===== src/rtl/id_ex_operand_stage_pkg.sv =====
// Shared constants and types for the ID/EX operand stage: datapath widths, ALU opcodes and the
// EX-side pipeline register layout.
package id_ex_operand_stage_pkg;

  localparam int unsigned XLEN = 32;
  localparam int unsigned OPW  = 4;
  localparam int unsigned RAW  = 5;

  typedef enum logic [OPW-1:0] {
    AluAdd  = 4'd0,
    AluSub  = 4'd1,
    AluAnd  = 4'd2,
    AluOr   = 4'd3,
    AluXor  = 4'd4,
    AluNor  = 4'd5,
    AluSlt  = 4'd6,
    AluSltu = 4'd7,
    AluSll  = 4'd8,
    AluSrl  = 4'd9,
    AluSra  = 4'd10,
    AluLui  = 4'd11
  } alu_op_e;

  typedef struct packed {
    logic            valid;
    logic            reg_write;
    logic            mem_read;
    logic            mem_write;
    logic [XLEN-1:0] pc;
    logic [OPW-1:0]  alu_op;
    logic [RAW-1:0]  rd_addr;
    logic [RAW-1:0]  rs_addr;
    logic [RAW-1:0]  rt_addr;
    logic [XLEN-1:0] rs_data;
    logic [XLEN-1:0] rt_data;
    logic [XLEN-1:0] imm;
    logic [RAW-1:0]  shamt;
    logic            is_shift;
    logic            shift_var;
    logic            alu_src_imm;
  } ex_regs_t;

  // Register $0 is hardwired to zero, so it never takes part in a bypass.
  function automatic logic fwd_hit(logic we, logic [RAW-1:0] src, logic [RAW-1:0] dst);
    return we && (src == dst) && (dst != '0);
  endfunction

endpackage


===== src/rtl/id_ex_operand_stage_fwd.sv =====
// Per-operand bypass mux: MEM result beats WB result beats the captured register value.
module id_ex_operand_stage_fwd
  import id_ex_operand_stage_pkg::*;
(
  input  logic            en_i,
  input  logic [RAW-1:0]  reg_addr_i,
  input  logic [XLEN-1:0] reg_data_i,
  input  logic            mem_we_i,
  input  logic [RAW-1:0]  mem_addr_i,
  input  logic [XLEN-1:0] mem_data_i,
  input  logic            wb_we_i,
  input  logic [RAW-1:0]  wb_addr_i,
  input  logic [XLEN-1:0] wb_data_i,
  output logic [XLEN-1:0] data_o
);

  always_comb begin
    data_o = reg_data_i;
    if (en_i && fwd_hit(mem_we_i, mem_addr_i, reg_addr_i)) begin
      data_o = mem_data_i;
    end else if (en_i && fwd_hit(wb_we_i, wb_addr_i, reg_addr_i)) begin
      data_o = wb_data_i;
    end
  end

endmodule


===== src/rtl/id_ex_operand_stage.sv =====
// ID/EX pipeline register with MEM/WB forwarding, ALU/shifter operand selection and load-use
// hazard detection.
module id_ex_operand_stage
  import id_ex_operand_stage_pkg::*;
(
  input  logic            clk_i,
  input  logic            rst_i,
  input  logic            stall_i,
  input  logic            flush_i,
  input  logic            id_valid_i,
  input  logic [XLEN-1:0] id_pc_i,
  input  logic [RAW-1:0]  id_rs_addr_i,
  input  logic [RAW-1:0]  id_rt_addr_i,
  input  logic [RAW-1:0]  id_rd_addr_i,
  input  logic [XLEN-1:0] id_rs_data_i,
  input  logic [XLEN-1:0] id_rt_data_i,
  input  logic [XLEN-1:0] id_imm_i,
  input  logic [RAW-1:0]  id_shamt_i,
  input  logic [OPW-1:0]  id_alu_op_i,
  input  logic            id_is_shift_i,
  input  logic            id_shift_var_i,
  input  logic            id_alu_src_imm_i,
  input  logic            id_reg_write_i,
  input  logic            id_mem_read_i,
  input  logic            id_mem_write_i,
  input  logic            mem_fwd_we_i,
  input  logic [RAW-1:0]  mem_fwd_addr_i,
  input  logic [XLEN-1:0] mem_fwd_data_i,
  input  logic            wb_fwd_we_i,
  input  logic [RAW-1:0]  wb_fwd_addr_i,
  input  logic [XLEN-1:0] wb_fwd_data_i,
  output logic            ex_valid_o,
  output logic [XLEN-1:0] ex_pc_o,
  output logic [OPW-1:0]  ex_alu_op_o,
  output logic [RAW-1:0]  ex_rd_addr_o,
  output logic            ex_reg_write_o,
  output logic            ex_mem_read_o,
  output logic            ex_mem_write_o,
  output logic [XLEN-1:0] ex_alu_a_o,
  output logic [XLEN-1:0] ex_alu_b_o,
  output logic [XLEN-1:0] ex_store_data_o,
  output logic            load_use_haz_o
);

  ex_regs_t        ex_d, ex_q;
  logic [XLEN-1:0] fwd_rs, fwd_rt;

  id_ex_operand_stage_fwd u_fwd_rs (
    .en_i       (ex_q.valid),
    .reg_addr_i (ex_q.rs_addr),
    .reg_data_i (ex_q.rs_data),
    .mem_we_i   (mem_fwd_we_i),
    .mem_addr_i (mem_fwd_addr_i),
    .mem_data_i (mem_fwd_data_i),
    .wb_we_i    (wb_fwd_we_i),
    .wb_addr_i  (wb_fwd_addr_i),
    .wb_data_i  (wb_fwd_data_i),
    .data_o     (fwd_rs)
  );

  id_ex_operand_stage_fwd u_fwd_rt (
    .en_i       (ex_q.valid),
    .reg_addr_i (ex_q.rt_addr),
    .reg_data_i (ex_q.rt_data),
    .mem_we_i   (mem_fwd_we_i),
    .mem_addr_i (mem_fwd_addr_i),
    .mem_data_i (mem_fwd_data_i),
    .wb_we_i    (wb_fwd_we_i),
    .wb_addr_i  (wb_fwd_addr_i),
    .wb_data_i  (wb_fwd_data_i),
    .data_o     (fwd_rt)
  );

  always_comb begin
    ex_d = ex_q;
    if (flush_i) begin
      ex_d = '0;
    end else if (stall_i) begin
      // Bank forwarded operands so a producer retiring during the stall is not lost.
      ex_d.rs_data = fwd_rs;
      ex_d.rt_data = fwd_rt;
    end else begin
      ex_d.valid       = id_valid_i;
      ex_d.reg_write   = id_valid_i & id_reg_write_i;
      ex_d.mem_read    = id_valid_i & id_mem_read_i;
      ex_d.mem_write   = id_valid_i & id_mem_write_i;
      ex_d.pc          = id_pc_i;
      ex_d.alu_op      = id_alu_op_i;
      ex_d.rd_addr     = id_rd_addr_i;
      ex_d.rs_addr     = id_rs_addr_i;
      ex_d.rt_addr     = id_rt_addr_i;
      ex_d.rs_data     = id_rs_data_i;
      ex_d.rt_data     = id_rt_data_i;
      ex_d.imm         = id_imm_i;
      ex_d.shamt       = id_shamt_i;
      ex_d.is_shift    = id_is_shift_i;
      ex_d.shift_var   = id_shift_var_i;
      ex_d.alu_src_imm = id_alu_src_imm_i;
    end
  end

  always_ff @(posedge clk_i or posedge rst_i) begin
    if (rst_i) begin
      ex_q <= '0;
    end else begin
      ex_q <= ex_d;
    end
  end

  always_comb begin
    ex_alu_a_o = ex_q.is_shift ? fwd_rt : fwd_rs;
    if (ex_q.is_shift) begin
      ex_alu_b_o = {{(XLEN-RAW){1'b0}}, ex_q.shift_var ? fwd_rs[RAW-1:0] : ex_q.shamt};
    end else if (ex_q.alu_src_imm) begin
      ex_alu_b_o = ex_q.imm;
    end else begin
      ex_alu_b_o = fwd_rt;
    end
  end

  assign ex_store_data_o = fwd_rt;
  assign ex_valid_o      = ex_q.valid;
  assign ex_pc_o         = ex_q.pc;
  assign ex_alu_op_o     = ex_q.alu_op;
  assign ex_rd_addr_o    = ex_q.rd_addr;
  assign ex_reg_write_o  = ex_q.reg_write;
  assign ex_mem_read_o   = ex_q.mem_read;
  assign ex_mem_write_o  = ex_q.mem_write;

  assign load_use_haz_o = ex_q.valid && ex_q.mem_read && (ex_q.rd_addr != '0) && id_valid_i &&
                          ((ex_q.rd_addr == id_rs_addr_i) || (ex_q.rd_addr == id_rt_addr_i));

endmodule

===== config.mk =====
export PLATFORM = sky130hd
export DESIGN_NAME = id_ex_operand_stage
export DESIGN_NICKNAME = d
export VERILOG_FILES = /design/src/rtl/id_ex_operand_stage_pkg.sv /design/src/rtl/id_ex_operand_stage_fwd.sv /design/src/rtl/id_ex_operand_stage.sv
export SDC_FILE = /design/constraint.sdc
export NUM_CORES = 1
export LEC_CHECK = 0
export ABC_AREA = 1
export BUFFER_PORTS_ARGS = -buffer_cell sky130_fd_sc_hd__buf_4
export CAP_MARGIN = 20
export CORE_AREA = 2 2 146 148
export DETAILED_ROUTE_END_ITERATION = 16
export DIE_AREA = 0 0 148 150
export PLACE_DENSITY = 0.73
export SLEW_MARGIN = 20
export SYNTH_ARGS = -nofsm -noshare
export SYNTH_HDL_FRONTEND = slang
export SYNTH_SLANG_ARGS = --single-unit

===== constraint.sdc =====
create_clock -name clk_i -period 12.3 [get_ports clk_i]
set_clock_uncertainty 0.15 [all_clocks]
set_input_delay 0 -clock clk_i [delete_from_list [all_inputs] [get_ports clk_i]]
set_output_delay 0 -clock clk_i [all_outputs]
set_load 0.03 [all_outputs]

# == Word level (Yosys, flattened, before mapping) ==
# Cells that the tools add are included.
# word_totals
register_bits,159
inputBits,239
out_inout_bits,142
# op_classes
n_eq_ne,7
mux,12
n_bitwise,3
n_reduce_logical,20
# ops
cell,n
32-bit two-way mux,7
159-bit two-way mux,1
64-bit two-way mux,1
55-bit two-way mux,1
40-bit two-way mux,1
5-bit equality test,6
1-bit logical AND,16
5-bit nonzero test,3
5-bit two-way mux,1
1-bit bitwise AND,3
2-bit by 1-bit != test with 1-bit output (second input constant),1
1-bit logical OR,1

# == Depth between registers and ports, before layout ==
# Gate-level depths: netlist (run 1).
# logic_depth
word_depth,8
mapped_depth,13

# == Modules after synthesis ==
# Synthesis (run 1) repeated with hierarchy kept, for this count alone.
# unflattened
cells_unflattened,1513
area_unflattened_um2,10092.2
# by_module_without_submodules
mod,instances,cells_each,area_each_um2,seq_area_each_um2
id_ex_operand_stage,1,919,7409.6,3978.8
id_ex_operand_stage_fwd,2,297,1341.3,0.0

# == Worst setup path before layout (run 1) ==
# Ideal clock, no wire load.
# synth_path
kind,register to output
from,register ex_q (netlist bit ex_valid_o)
to,output ex_alu_a_o[2]
t_arrival_ps,1923
path_slack_ps,10227
stages_incl_launch_ff,12
n_path_buf,1
cell_sequence,dfrtp_1 > nand2_1 > a21oi_2 > nand2_1 > nor2_4 > nand2_4 > buf_6 > nand2_1 > nand3_1 > nand2_1 > nand2_1 > nand2_1
# synth_between
elab_chain_len,4
elab_cells_between_ends,9
classes_between,mux (5); reduce/logical (4)
# synth_rtl
element,line,source
"start, declared",id_ex_operand_stage.sv:45,"ex_regs_t ex_d, ex_q;"
"start signal, assigned",id_ex_operand_stage.sv:104,ex_q <= '0;
"start signal, assigned",id_ex_operand_stage.sv:106,ex_q <= ex_d;
1-bit logical AND,id_ex_operand_stage_fwd.sv:21,"end else if (en_i && fwd_hit(wb_we_i, wb_addr_i, reg_addr_i)) begin"
32-bit two-way mux,id_ex_operand_stage_fwd.sv:21,
32-bit two-way mux (*),id_ex_operand_stage_fwd.sv:19,"if (en_i && fwd_hit(mem_we_i, mem_addr_i, reg_addr_i)) begin"
via ex_store_data_o[2],id_ex_operand_stage.sv:41,"output logic [XLEN-1:0] ex_store_data_o,"
32-bit two-way mux (*),id_ex_operand_stage.sv:111,ex_alu_a_o = ex_q.is_shift ? fwd_rt : fwd_rs;
"end, declared",id_ex_operand_stage.sv:39,"output logic [XLEN-1:0] ex_alu_a_o,"
# The timed path passes the listed nets; every way through them passes the cells marked *.

==> results of run 1 <==
==> cells by family after synthesis <==
kind of cell | share of synthesized area, %
AND/OR/NAND/NOR | 32.1
AO/OA/AOI/OAI | 13.6
XOR/XNOR | 0.727
flip-flops | 41.3
buffers and inverters | 12.2
==> power breakdown <==
| group | total [mW] | internal, mW | switching (mW) |
|---|---|---|---|
| combinational | 0.431 | 0.188 | 0.242 |
| sequential | 0.565 | 0.552 | 0.0137 |
| clock | 0.548 | 0.289 | 0.258 |
==> path summary, 6_finish.rpt <==
kind | from | to | slack [ps] | cells after the start
min in group asynchronous | rst_i | ex_pc_o[16] | 130 | 3
min | flush_i | ex_rd_addr_o[3] | 60 | 5
max in group asynchronous | rst_i | ex_pc_o[18] | 10400 | 4
max reg2reg | ex_q[111] | ex_q[77] | 8450 | 11
min reg2reg | ex_pc_o[1] | ex_pc_o[1] | 360 | 1
max | ex_q[111] | ex_q[77] | 8450 | 11
==> per-layer routing <==
metal  routed length (um)  vias up  part of all wire (%)
li1                     -     5337                     -
met1                14800     5441                    37
met2                19800      738                    50
met3                 3330      156                   8.4
met4                 1790        0                   4.5
met5                    0        -                     0
==> stage by stage <==
step | area (um2) | hold WS [ps] | cells | power, mW | util, %
floorplan | 9630 | -33.4 | 1338 | 0.779 | -
detailed placement | 12200 | 54.7 | 1878 | 0.932 | 58.9
global route | 15200 | 109 | 2156 | 1.60 | 73.7
finish | 15200 | 61.1 | 2157 | 1.54 | 73.7
CTS | 15200 | 29.5 | 2156 | 1.53 | 73.6
global placement | 12200 | 53.2 | 1878 | 0.928 | 58.9
==> sequential cells by signal, indices dropped and copies added (netlist names) <==
register and cells:
ex_q 114, ex_pc_o 32, ex_rd_addr_o 5, ex_alu_op_o 4, ex_mem_read_o 1, ex_mem_write_o 1, ex_reg_write_o 1, ex_valid_o 1
==> cell type report <==
| class | count | area [um2] |
|---|---|---|
| flip-flops and latches | 159 | 3980 |
| clock inverters | 15 | 164 |
| fillers | 1597 | 5450 |
| multi-input cells | 942 | 4510 |
| well taps | 275 | 344 |
| clock buffers | 17 | 425 |
| repair buffers | 636 | 5390 |
| inverters | 112 | 425 |
| diodes | 1 | 2.50 |
==> what timing repair did <==
| item | in CTS | in global routing |
|---|---|---|
| buffers inserted | 0 | 0 |
| endpoints found under the setup margin | 0 | 0 |
| gates resized for setup | 0 | 0 |
| hold buffers | 246 | 0 |
| hold endpoints to repair | 251 | 0 |
==> cell usage in the layout (no fill, tap or decap), types with 8 or more instances in the layout <==
cell	instances
inv_1	105
dfrtp_1	158
nand2_2	27
buf_4	389
nand3_1	149
inv_6	8
clkbuf_16	17
o21ai_0	53
o211ai_1	49
nand2_1	540
a22o_1	38
a21oi_1	41
dlygate4sd3_1	246
==> critical path, stage by stage, from the launching register on <==
cell and delay (ps):
dfrtp_1 420, inv_1 130, nand2_1 70, nand2_1 110, nand2_1 100, nor2_4 750
nand2_2 750, nand2_1 210, nand3_1 140, o211ai_1 180, nand2_1 100, dlygate4sd3_1 570
==> qor.yml, run 1 <==
grt:
  grt_use_met3_pct: 6.28
  track_usage_pct: 35.4
  grt_pass1_vias: 12100
  gr-max-usage-layer: "met2"
  grt_pass1_wl_mm: 62.0
  use_met2_pct: 62.4
  grt_max_degree: 104
  grt_antenna_before_repair: 0
  grtUsageMet1_pct: 41.5
  overflow: 0
worst_hold_path:
  hold_path.class: "in -> reg"
clock_network:
  clk_pin_slew_ps: 70
  cts_buffers: 17
  cts.sinks: 159
  clk_path_buf_depth: 2
  htreeDepth: 4
  cts_tree: "built"
  clk_latency_ps: 430
  root_buffer: "clkbuf_16"
synth:
  ys_ff_latch: 159
  synth_area_leader_cell: "dfrtp_1"
  synth_edf_count: 0
  synth_common_cells: "540 x nand2_1, 159 x dfrtp_1, 149 x nand3_1"
  async_flop_share_pct: 100
  syn_area_um2: 9630
  yosysSeqAreaShare_pct: 41.3
  synth_ff_type: "dfrtp_1"
  synthTopCellsByArea: "dfrtp_1 41%, nand2_1 21%, nand3_1 7.7%"
  syn_inst: 1338
  yosysTopAreaCellShare_pct: 41.3
  ys_types: 33
  synth_area_per_cell_um2: 7.20
  yosysMostFrequentCell: "nand2_1"
  synth_nets: 1577
  synth_warnings: 0
critical_path:
  worstPathArrival_ps: 4010
  cp-end-kind: "register"
  cp-start-kind: "register"
  cp_max_fo: 33
  required_ps: 12460
  crit_type: "reg -> reg"
power_and_ir_drop:
  vdd_drop_max_mv: 0.0953
  p_leak_nw: 8.32
  cellPowerDensity_nw_per_um2: 101
sta:
  timing.setup.tns_ps: 0
  period_needed_ps: 3850
  slew_violations: 0
  worst_slew_pin_slew_ps: 1070
  hold_viol: 0
  period_share_pct: 31.3
  rsz0062_at_grt: "no"
  maxSlewHeadroom_pct: 28.9
  setup_viol: 0
  worst_slack_ps: 8450
  fmax_mhz: 260
placement:
  place_congestion: 0.928
  port_buffers: 380
  hpwl_mm: 23.6
  dpl_worst_slack_ps: 9070
run:
  maxCapViolations: 0
floorplanning:
  die_area_um2: 22200
  die_w_um: 148
  core_um2: 20700
  start_util_pct: 46.6
  row_count: 53
  top_level_ports: 381
  die_y_um: 150
detailed_routing:
  drtIter0Drc: 962
  drt_wl_total_mm: 39.7
  drc_errors: 0
  ant_nets: 0
  drt-pass1-iter-count: 9
  avgViaCountPerCell: 5.41
  wire_per_inst_um: 18.4
  vias: 11700
outcome:
  status: "completed"
finish:
  drive_above_1_share_pct: 25.3
  area_delta_synth_final_pct: 58.2
  nNetsFinal: 2107
Note: power is estimated with default switching activity, not from simulation.
==> run 2: changes to the inputs <==
==> constraint.sdc (replaced) <==
create_clock -name clk_i -period 3.76 [get_ports clk_i]
set_clock_uncertainty 0.15 [all_clocks]
set_input_delay 0 -clock clk_i [delete_from_list [all_inputs] [get_ports clk_i]]
set_output_delay 0 -clock clk_i [all_outputs]
set_load 0.03 [all_outputs]
==> qor.yml, run 2 (synthesis gave the netlist of run 1 again) <==
detailed_routing:
  drc_errors: 0  # unchanged
  avgViaCountPerCell: 5.37  # -0.67%
  drtIter0Drc: 894  # -7.1%
  wire_per_inst_um: 18.5  # +0.64%
  drt-pass1-iter-count: 8  # -1
  vias: 11600  # -0.63%
  drt_wl_total_mm: 40.0  # +0.69%
  ant_nets: 0  # unchanged
floorplanning:
  die_area_um2: 22200  # unchanged
  row_count: 53  # unchanged
  die_y_um: 150  # unchanged
  start_util_pct: 46.6  # unchanged
  top_level_ports: 381  # unchanged
  core_um2: 20700  # unchanged
  die_w_um: 148  # unchanged
finish:
  multiInputGateArea_um2: 4510  # unchanged
  nNetsFinal: 2108  # +0.047%
  seqCellArea_um2: 3980  # unchanged
  design_area_um2: 15300  # +0.26%
  layout_commonest_cell: "nand2_1"
  area_delta_synth_final_pct: 58.6
  drive_above_1_share_pct: 25.7  # +0.46 points
  regMostFlops: "ex_q"
  fill_cells: 1610  # +0.81%
  layout_common_cells: "540 x nand2_1, 399 x buf_4, 236 x dlygate4sd3_1"
  largest_reg_flops: 114  # unchanged
critical_path:
  cp-end-kind: "register"
  worstPathArrival_ps: 3310  # -700 ps
  cp-start-kind: "register"
  crit_slowest_cell: "dlygate4sd3_1"
  cp_cell_sequence: "nand2_1 -> a21oi_2 -> nand2_1 -> nor2_4 -> nand2_4 -> nand2_1 -> nand3_1 -> nand2_1 -> nand2_1 -> nand2_1 -> dlygate4sd3_1"
  cp_max_fo: 32  # -3.0%
  slowest_delay_ps: 560  # -190 ps
  crit_type: "reg -> reg"
  required_ps: 3980  # -8480 ps
  crit_top_cell: "nand2_1"
power_and_ir_drop:
  vdd_drop_max_mv: 0.323  # +240%
  cellPowerDensity_nw_per_um2: 337  # +230%
  p_leak_nw: 8.42  # +1.2%
clock_network:
  root_buffer: "clkbuf_16"
  cts.sinks: 159  # unchanged
  ctsResizeCount: 0  # unchanged
  htreeDepth: 4  # unchanged
  clk_pin_slew_ps: 70  # about the same
  cts_buffers: 17  # unchanged
  clk_path_buf_depth: 2  # unchanged
  clk_latency_ps: 440  # about the same
  cts_tree: "built"
grt:
  grt_max_degree: 68  # -35%
  grt_pass1_wl_mm: 62.5  # +0.81%
  grt_pass1_vias: 12000  # -0.82%
  overflow: 0  # unchanged
  track_usage_pct: 35.9  # +0.46 points
  grt_antenna_before_repair: 1  # +1
sta:
  period_share_pct: 82.4  # +51 points
  slew_violations: 0  # unchanged
  rsz0062_at_grt: "no"
  setup_viol: 0  # unchanged
  worst_slack_ps: 664  # -7790 ps
  maxSlewHeadroom_pct: 30.9  # +2.1 points
  fmax_mhz: 323  # +24%
  period_needed_ps: 3100  # -755 ps
  worst_slew_pin_slew_ps: 1030  # -30.4 ps
  hold_viol: 0  # unchanged
  timing.setup.tns_ps: 0  # unchanged
  whs_ps: 32.6  # -28.5 ps
placement:
  postPlaceCellArea_um2: 12300  # +0.71%
  dpl_worst_slack_ps: 1210  # -7860 ps
  place_congestion: 0.935  # +0.77%
  hpwl_mm: 24.6  # +4.3%
  port_buffers: 380  # unchanged
outcome:
  status: "completed"
worst_hold_path:
  hold_path.class: "in -> reg"
run:
  maxCapViolations: 0  # unchanged
## run 2: cell count changes in the layout (fill, tap and decap cells not counted), sizes merged
cell	change
clkinv	+1
buf	+11
clkbuf	+1
inv	-2
dlygate4sd3	-10
bufinv	+2
clkinvlp	-2
## run 2: what timing repair did
item / CTS / global route
setup buffers: 0 / 0
endpoints found under the setup margin: 0 / 0
endpoints found under the hold margin: 189 / 0
hold buffers: 236 / 0
## run 2: critical path, delay by kind of cell, from the launching register on
kind | cells | cell delay [ps]
flip-flops | 1 | 410
AND/OR/NAND/NOR | 9 | 1750
buffers and inverters | 1 | 560
AO/OA/AOI/OAI | 1 | 110
## run 2: path summary, 6_finish.rpt
check	startpoint	endpoint	slack [ps]	cells after the start
min	flush_i	ex_rd_addr_o[3]	30	5
min in group asynchronous	rst_i	ex_q[5]	110	3
max in group asynchronous	rst_i	ex_rd_addr_o[2]	2360	4
max reg2reg	ex_valid_o	ex_q[44]	660	11
min reg2reg	ex_pc_o[4]	ex_pc_o[4]	360	1
max	ex_valid_o	ex_q[44]	660	11
## run 2: cell type report
type,instances,area share (%)
antenna,1,0.0164
clock buffer,18,2.81
clock inverter,14,1.24
inverter,112,2.78
multi-input combinational,942,29.5
sequential,159,26.0
tap,275,2.25
timing repair buffer,637,35.4
## run 2: stage by stage
stage / instances / power [mW] / utilization (%)
2_1_floorplan: 1338 / 2.55 / -
3_3_place_gp: 1888 / 3.05 / 59.3
3_5_place_dp: 1888 / 3.06 / 59.3
4_1_cts: 2156 / 5.13 / 73.7
5_1_grt: 2158 / 5.35 / 73.9
6_report: 2158 / 5.14 / 73.9
## run 2: per-layer routing
layer / share of wire [%] / track usage [%] / vias to the layer above
li1: - / - / 5343
met3: 7.4 / 6.43 / 150
met2: 50 / 63.1 / 648
met4: 4.7 / 18.0 / 0
met5: 0 / 0 / -
met1: 38 / 42.2 / 5458
## run 2: power by group
part,switching (mW),internal (mW)
sequential,0.0453,1.80
clock,0.807,1.07
combinational,0.792,0.622
